File: config.mk
export PLATFORM = sky130hd
export DESIGN_NAME = locked_register_reader_flat
export DESIGN_NICKNAME = d
export VERILOG_FILES = /design/src/rtl/locked_register_reader_if.sv /design/src/rtl/locked_register_reader.sv /design/src/flat_wrapper.sv
export SDC_FILE = /design/constraint.sdc
export NUM_CORES = 1
export LEC_CHECK = 0
export CORE_MARGIN = 2
export CORE_UTILIZATION = 35
export CTS_CLUSTER_SIZE = 25
export DETAILED_ROUTE_END_ITERATION = 10
export GPL_TIMING_DRIVEN = 0
export PLACE_DENSITY = 0.77
export RECOVER_POWER = 100
export SLEW_MARGIN = 10
export SYNTH_ARGS = -nofsm -noshare
export SYNTH_HDL_FRONTEND = slang
export SYNTH_SLANG_ARGS = --single-unit
File: constraint.sdc
create_clock -name Clk -period 1.4 [get_ports Clk]
set_input_delay 0.28 -clock Clk [delete_from_list [all_inputs] [get_ports Clk]]
set_output_delay 0.28 -clock Clk [all_outputs]
set_load 0.02 [all_outputs]
File: src/rtl/locked_register_reader_if.sv
// Read-request / response handshake bundle for locked_register_reader.
interface locked_register_reader_if #(
  parameter int DATA_W = 16
);
  logic              rd_req;
  logic [1:0]        rd_addr;
  logic              rd_ready;
  logic              rd_busy;
  logic              rd_valid;
  logic [DATA_W-1:0] Data_out;
  logic              rd_err;

  modport master (
    output rd_req, rd_addr, rd_ready,
    input  rd_busy, rd_valid, Data_out, rd_err
  );

  modport slave (
    input  rd_req, rd_addr, rd_ready,
    output rd_busy, rd_valid, Data_out, rd_err
  );
endinterface

File: src/rtl/locked_register_reader.sv
// Reads one of four register entries through a per-entry sticky read lock.
// Locked entries return zero with rd_err unless the requester is trusted and
// in debug mode; denials are counted in a saturating counter.
module locked_register_reader #(
  parameter int DATA_W = 16,
  parameter int CNT_W  = 8
) (
  input  logic                  Clk,
  input  logic                  resetn,
  locked_register_reader_if.slave rd_bus,
  input  logic [4*DATA_W-1:0]   Reg_data,
  input  logic                  Lock,
  input  logic [1:0]            lock_addr,
  input  logic                  trusted,
  input  logic                  debug_mode,
  output logic [3:0]            lock_status,
  output logic [CNT_W-1:0]      deny_count
);

  typedef enum logic [1:0] {
    IDLE  = 2'd0,
    FETCH = 2'd1,
    RESP  = 2'd2
  } state_t;

  state_t            state_q, state_d;
  logic [1:0]        addr_q, addr_d;
  logic [DATA_W-1:0] data_q, data_d;
  logic              err_q, err_d;
  logic              valid_q, valid_d;
  logic [3:0]        lock_q, lock_d;
  logic [CNT_W-1:0]  cnt_q, cnt_d;
  logic [DATA_W-1:0] entry_sel;
  logic              allow;

  // Select the register entry addressed by the captured read address.
  always_comb begin
    entry_sel = '0;
    for (int unsigned i = 0; i < 4; i++) begin
      if (addr_q == i[1:0]) begin
        entry_sel = Reg_data[i*DATA_W +: DATA_W];
      end
    end
  end

  // Next-state, permission check, response and lock/counter updates.
  always_comb begin
    state_d = state_q;
    addr_d  = addr_q;
    data_d  = data_q;
    err_d   = err_q;
    valid_d = valid_q;
    cnt_d   = cnt_q;
    // The lock check below reads lock_q, so a same-cycle Lock never
    // affects the fetch in progress.
    lock_d  = lock_q | (Lock ? (4'b0001 << lock_addr) : 4'b0000);
    allow   = ~lock_q[addr_q] | (trusted & debug_mode);

    unique case (state_q)
      IDLE: begin
        if (rd_bus.rd_req) begin
          addr_d  = rd_bus.rd_addr;
          state_d = FETCH;
        end
      end
      FETCH: begin
        if (allow) begin
          data_d = entry_sel;
          err_d  = 1'b0;
        end else begin
          data_d = '0;
          err_d  = 1'b1;
          if (cnt_q != '1) begin
            cnt_d = cnt_q + 1'b1;
          end
        end
        valid_d = 1'b1;
        state_d = RESP;
      end
      RESP: begin
        if (rd_bus.rd_ready) begin
          valid_d = 1'b0;
          state_d = IDLE;
        end
      end
      default: begin
        state_d = IDLE;
        valid_d = 1'b0;
      end
    endcase
  end

  // State and datapath registers with asynchronous active-low reset.
  always_ff @(posedge Clk or negedge resetn) begin
    if (!resetn) begin
      state_q <= IDLE;
      addr_q  <= '0;
      data_q  <= '0;
      err_q   <= 1'b0;
      valid_q <= 1'b0;
      lock_q  <= '0;
      cnt_q   <= '0;
    end else begin
      state_q <= state_d;
      addr_q  <= addr_d;
      data_q  <= data_d;
      err_q   <= err_d;
      valid_q <= valid_d;
      lock_q  <= lock_d;
      cnt_q   <= cnt_d;
    end
  end

  assign rd_bus.rd_busy  = (state_q != IDLE);
  assign rd_bus.rd_valid = valid_q;
  assign rd_bus.Data_out = data_q;
  assign rd_bus.rd_err   = err_q;
  assign lock_status     = lock_q;
  assign deny_count      = cnt_q;

endmodule

File: src/flat_wrapper.sv
// flat-port wrapper written by rule: the top's interface ports become plain ports
module locked_register_reader_flat 
#(
  parameter int DATA_W = 16,
  parameter int CNT_W  = 8
)
  (Clk, resetn, Reg_data, Lock, lock_addr, trusted, debug_mode, lock_status, deny_count, rd_bus_rd_req, rd_bus_rd_addr, rd_bus_rd_ready, rd_bus_rd_busy, rd_bus_rd_valid, rd_bus_Data_out, rd_bus_rd_err);
  locked_register_reader_if #(.DATA_W(DATA_W)) rd_bus_i ();
  input  logic Clk;
  input  logic resetn;
  input  logic [4*DATA_W-1:0] Reg_data;
  input  logic Lock;
  input  logic [1:0] lock_addr;
  input  logic trusted;
  input  logic debug_mode;
  output logic [3:0] lock_status;
  output logic [CNT_W-1:0] deny_count;
  input wire logic [$bits(rd_bus_i.rd_req)-1:0] rd_bus_rd_req;
  input wire logic [$bits(rd_bus_i.rd_addr)-1:0] rd_bus_rd_addr;
  input wire logic [$bits(rd_bus_i.rd_ready)-1:0] rd_bus_rd_ready;
  output wire logic [$bits(rd_bus_i.rd_busy)-1:0] rd_bus_rd_busy;
  output wire logic [$bits(rd_bus_i.rd_valid)-1:0] rd_bus_rd_valid;
  output wire logic [$bits(rd_bus_i.Data_out)-1:0] rd_bus_Data_out;
  output wire logic [$bits(rd_bus_i.rd_err)-1:0] rd_bus_rd_err;
  assign rd_bus_i.rd_req = rd_bus_rd_req;
  assign rd_bus_i.rd_addr = rd_bus_rd_addr;
  assign rd_bus_i.rd_ready = rd_bus_rd_ready;
  assign rd_bus_rd_busy = rd_bus_i.rd_busy;
  assign rd_bus_rd_valid = rd_bus_i.rd_valid;
  assign rd_bus_Data_out = rd_bus_i.Data_out;
  assign rd_bus_rd_err = rd_bus_i.rd_err;
  locked_register_reader #(.DATA_W(DATA_W), .CNT_W(CNT_W)) u_core (.Clk(Clk), .resetn(resetn), .rd_bus(rd_bus_i), .Reg_data(Reg_data), .Lock(Lock), .lock_addr(lock_addr), .trusted(trusted), .debug_mode(debug_mode), .lock_status(lock_status), .deny_count(deny_count));
endmodule
Yosys cells after proc, flatten, opt, wreduce, memory -nomap -nowiden
Index checks and enable logic that the tools add are counted.
W data, S select, Z words.
- bits in registers: 34
- input port bits: 75
- output and inout port bits: 31
- $add $sub $neg: 1
- $lt $le $gt $ge: 1
- eq/ne operators: 8
- shifts and indexed selects: 1
- muxes and demuxes: 14
- bitwise gates (word level): 6
- reduce and logical (&&, ||, !) cells: 7
- operators with widths (cell ; number):
    $mux W16 ; 5
    $add A8 B1 Y8 const B ; 1
    $ne A8 B8 Y1 const B ; 1
    $eq A2 B2 Y1 const B ; 3
    $pmux W2 S3 ; 1
    $reduce_and A2 Y1 ; 3
    $eq A2 B1 Y1 const B ; 2
    $logic_not A2 Y1 ; 2
    $mux W2 ; 2
    $mux W4 ; 1
    $ne A2 B2 Y1 const B ; 2
    $or A4 B4 Y4 ; 1
    $shl A1 B2 Y4 const A ; 1
    $lt A2 B3 Y1 const B ; 1
    $mux W1 ; 3
    $not A1 Y1 ; 3
    $pmux W1 S3 ; 1
    $reduce_and A3 Y1 ; 1
    $bmux W1 S2 ; 1
    $reduce_bool A2 Y1 ; 1
    $and A1 B1 Y1 ; 1
    $or A1 B1 Y1 ; 1

Logic depth before layout (Yosys ltp)
- depth after elaboration: 6
- gate-level depth with buffers: 7
- gate-level depth less buffers: 5

Worst setup path after synthesis
OpenSTA, ideal clock, no wires.
- path type: register to register
- from: reg u_core.cnt_q[0], in the netlist u_core.deny_count[0]
- to: reg u_core.cnt_q[1], in the netlist u_core.deny_count[1]
- arrival: 1.497 ns
- slack: -0.222 ns
- cell stages (with the launch flop): 6
- period minus slack after synthesis: 1.622 ns
- cells stage by stage: dfrtp_1 > ha_1 > nand3_1 > o21ai_0 > nor2_2 > mux2_4
- word-level cells in the longest chain between the ends: 2
- elaborated cells on any way between the ends: 3
- classes of those cells: add/sub: 1; eq/ne: 1; reduce/logical: 1
- ends and longest elaborated chain (item ; line ; RTL):
    start, declared ; locked_register_reader.sv:32 ; logic [CNT_W-1:0] cnt_q, cnt_d;
    start signal, assigned ; locked_register_reader.sv:110 ; cnt_q <= cnt_d;
    parallel branches: the longest is 2 deep, another holds $add A8 B1 Y8 ; - ;
Several ways; the timed one is not identified.
A chain may end at the register's enable or synchronous reset.

Final worst setup path
- from: reg u_core.addr_q[1]
- to: reg u_core.cnt_q[1], in the netlist u_core.deny_count[1]
- word-level cells in the longest chain between the ends: 6
- ends and longest elaborated chain (item ; line ; RTL):
    start, declared ; locked_register_reader.sv:27 ; logic [1:0] addr_q, addr_d;
    start signal, assigned ; locked_register_reader.sv:105 ; addr_q <= addr_d;
    $bmux W1 S2 ; locked_register_reader.sv:57 ; allow = ~lock_q[addr_q] | (trusted & debug_mode);
    $mux W1 (not written as such) ; locked_register_reader.sv:57 ;
    $not A1 Y1 ; locked_register_reader.sv:57 ;
    $or A1 B1 Y1 ; locked_register_reader.sv:57 ;
    $not A1 Y1 (no line) ; - ;
    $reduce_and A3 Y1 (no line) ; - ;
Every way passes these cells. The select of a mux whose other input is x is not followed.

==> out/qor_table.md <==
| Stage | Item | Value |
|---|---|---|
| status | Outcome | complete, but fails checks |
| status | Failing checks | setup timing |
| setup path | Cell-by-cell listing of the critical path | mux2_4 > a22oi_4 > buf_6 > nor2_4 > mux2_4 |
| setup path | Max stage delay on crit path | 0.42 ns |
| final layout | Antenna cells | 0 |
| route | Routed len/inst | 15.18 um |
| synth | Share of the yosys chip area belonging to registers | 45.36% |
| synth | Average size of a mapped cell | 11.95 um^2 |
| grt | Via count of the first global-routing pass | 1,823 |
| setup path | Endpoint required time on the critical path | 1.56 ns |
| power and ir drop | Reported leakage power | 1.520 nW |
| place | Setup Slack @ Placement | -0.3542 ns |
| setup path | Element type at the critical path start | flip-flop |
| synth | Post-synth top flop | sky130_fd_sc_hd__dfrtp_1 |
| sta | Largest clock skew in the final design | 0.006881 ns |
| clock tree | Largest buffer count on any clock path | 2 |
| route | First-pass iteration count of the detailed router | 4 |
| sta | Final worst-path cycle share | 113.6% |
| place | Last weighted congestion value of the routability-driven placer | 0.7107 |
| die | Top-level I/O count | 106 |
| clock tree | Number of hold-repair buffers added at the cts stage | 0 |
| place | Input/output buffers | 105 |
| setup path | Biggest fanout along the worst timing path | 3 |
| clock tree | CTS H-tree lvls | 2 |
| power and ir drop | Largest voltage drop on the vdd net | 919.9 uV |
| final layout | Area overhead of the layout relative to synthesis | 79.79% |
| sta | Final critical delay including setup and external delays | 1.590 ns |
| synth | Total standard cell area after synthesis | 0.001876 mm^2 |
| setup path | Slowest cell on crit path | sky130_fd_sc_hd__dfrtp_1 |
| final layout | Most frequent cells in the layout | sky130_fd_sc_hd__clkdlybuf4s50_1, sky130_fd_sc_hd__nand2_1, sky130_fd_sc_hd__dfrtp_1 |
| sta | Setup repair after global routing missed its margin | yes |
| grt | Leftover overflow at the end of global routing | 0 |
| synth | Number of different library cells in the post-synthesis netlist | 34 |
| die | Core Area | 0.005140 mm^2 |
| grt | Largest net degree at the start of global routing | 35 |
| hold path | Path category of the worst min-delay check | in2async |
| sta | Setup-violating endpoint count in the final report | 25 |
| clock tree | Worst skew pair latency | 0.28 ns |
| die | Chip Height | 77.21 um |
| synth | FFs w/ async S/R, synth | 100.0% |
| setup path | Crit path kind | reg2reg |
| die | Die W | 77.21 um |
| sta | Number of endpoints with negative hold slack in the final report | 0 |
| final layout | Count of placed standard cells in the final layout, fillers left out | 352 |
| synth | Total of flip-flops plus latches after synthesis | 34 |
| sta | Worst Tran Pin Value | 0.8691 ns |
| setup path | Arrival time at the worst endpoint | 1.76 ns |
| place | Hpwl dp | 3895 um |
| grt | First-pass GRT wire length | 8700 um |
| synth | Post-synth EDFFs | 0 |
| clock tree | CTS tree | done |
| sta | Final-report max-slew violation count | 0 |
| clock tree | CTS sink cnt | 34 |
| clock tree | Root Buffer Master | sky130_fd_sc_hd__clkbuf_8 |
| synth | Post-synth net total | 233 |
| route | Total Wirelength | 5344 um |
| clock tree | Clock transition at the register clock pins on the worst setup and hold paths after CTS | 0.07 ns |
| clock tree | Clock buffers created by TritonCTS | 5 |
| final layout | Fraction of layout cells with a size suffix above 1 | 29.08% |
| sta | Final critical-path setup slack | -0.1903 ns |
| setup path | Endpoint kind of the worst setup timing path | flip-flop |
| final layout | Leading cell type in the layout, fill and taps excluded | sky130_fd_sc_hd__clkdlybuf4s50_1 |
| grt | Number of antenna violations at the first check in global routing | 0 |
| setup path | Most common cell on crit path | sky130_fd_sc_hd__mux2_4 |
| die | Starting density of the core | 36.49% |
| sta | Worst relative slew slack | 42.06% |
| synth | Number of warnings issued by yosys | 0 |
| power and ir drop | Final total power | 5.961 mW |
| route | Via total after detailed routing | 1,715 |
| route | Count of nets left with antenna violations after detail routing | 0 |
| route | Via count normalized by instance count | 4.872 |
| place | Cells after DPL | 332 |
| route | DRC violation count after routing | 0 |
| power and ir drop | Total power divided by cell area | 1768 mW/mm^2 |
| setup path | Path depth of the worst reg2reg path | 5 |
| route | DRT iter0 DRCs | 46 |
| final layout | Fill cells | 442 |
| job | Maxcap violations | 0 |
| die | Row cnt | 26 |
| die | Overall die area | 0.005961 mm^2 |
| grt | Total track usage | 18.47% |
| synth | Gate Count Post-Synth | 157 |
| final layout | Final design utilization | 65.60% |
| sta | Top achievable clock speed | 0.6288 GHz |
| final layout | Post-layout nets | 357 |
[Yosys cell counts, types with 2 or more instances]
| cell | n | area, um^2 |
|---|---|---|
| sky130_fd_sc_hd__nand2_1 | 36 | 135.1 |
| sky130_fd_sc_hd__dfrtp_1 | 34 | 850.8 |
| sky130_fd_sc_hd__nand3_1 | 18 | 90.09 |
| sky130_fd_sc_hd__mux4_2 | 12 | 270.3 |
| sky130_fd_sc_hd__xor2_1 | 7 | 61.31 |
| sky130_fd_sc_hd__a31o_2 | 4 | 35.03 |
| sky130_fd_sc_hd__buf_6 | 4 | 45.04 |
| sky130_fd_sc_hd__mux4_1 | 4 | 105.1 |
| sky130_fd_sc_hd__nor2_1 | 4 | 15.01 |
| sky130_fd_sc_hd__inv_1 | 3 | 11.26 |
| sky130_fd_sc_hd__a21oi_1 | 2 | 10.01 |
| sky130_fd_sc_hd__buf_2 | 2 | 10.01 |
| sky130_fd_sc_hd__clkbuf_1 | 2 | 7.510 |
| sky130_fd_sc_hd__mux2_2 | 2 | 22.52 |
| sky130_fd_sc_hd__mux2_4 | 2 | 30.03 |
| sky130_fd_sc_hd__nor3_1 | 2 | 10.01 |
| sky130_fd_sc_hd__o21ai_0 | 2 | 10.01 |
[where the power goes]
group,switching [mW],internal (mW),leakage (nW)
logic,1.75,1.87,1.05
clock network,0.358,0.397,0.0482
registers,0.247,1.33,0.422
[critical path, delay by kind of cell, from the launching register on]
kind | cells | cell delay [ns]
AND/OR/NAND/NOR | 1 | 0.04
multiplexers | 2 | 0.62
buffers and inverters | 1 | 0.14
AO/OA/AOI/OAI | 1 | 0.25
flip-flops | 1 | 0.42
[final cells by class]
type,instances,area [um^2],area share (%)
buffer,8,96.34,2.857
multi-input combinational,110,1077,31.95
sequential,34,850.8,25.23
timing repair buffer,119,1157,34.32
clock inverter,1,5.005,0.1484
clock buffer,7,86.33,2.560
tap,70,87.58,2.597
inverter,3,11.26,0.3340
[layer usage]
layer  part of all wire, %  vias to the layer above  global-route usage [%]
met2                    52                       59                   32.00
met3                   5.0                        8                   3.765
met1                    41                      833                   22.91
met5                     0                        -                       0
met4                   1.6                        0                   6.250
li1                      -                      815                       -
[logic make-up after synthesis]
logic type,count (synthesis),synth area share [%]
and+or+nand+nor,69,16.55
AOI/OAI and AO/OA,12,5.537
buffers and inverters,13,5.203
adders and majority gates,1,0.6670
xor gates and xnor gates,7,3.269
DFF,34,45.36
muxes,21,23.42
[metrics by stage]
stage / hold WS [ns] / area, um^2 / setup TNS [ns]
after detailed placement: 0.4048 / 3072 / -6.564
after global placement: 0.4490 / 3077 / -29.22
final: 0.1007 / 3372 / -2.255
after CTS: 0.09776 / 3336 / -3.067
after floorplan: -0.01559 / 1938 / -1.282
after global routing: 0.1757 / 3372 / -3.907
[final timing paths]
path,from,end,slack [ns]
max,u_core.addr_q[1],u_core.deny_count[1],-0.19
min,resetn,u_core.rd_bus.Data_out[13],0.10
max reg2reg,u_core.addr_q[1],u_core.deny_count[1],-0.19
min reg2reg,u_core.rd_bus.Data_out[4],u_core.rd_bus.Data_out[4],0.47
max in group asynchronous,resetn,u_core.rd_bus.Data_out[7],0.75
min in group Clk,u_core.rd_bus.Data_out[4],u_core.rd_bus.Data_out[4],0.47
[flip-flops by register name (all words and copies together), names as in the netlist]
signal	cells
u_core.rd_bus.Data_out	16
u_core.deny_count	8
u_core.lock_status	4
u_core.addr_q	2
u_core.state_q	2
u_core.rd_bus.rd_err	1
u_core.rd_bus.rd_valid	1
[what timing repair did]
action,in CTS,in global routing
setup buffers,9,3
pin swaps,7,17
setup endpoints to repair,59,30
cloned,2,0
gates resized for setup,61,12
Power figures use the tool's default switching activity.
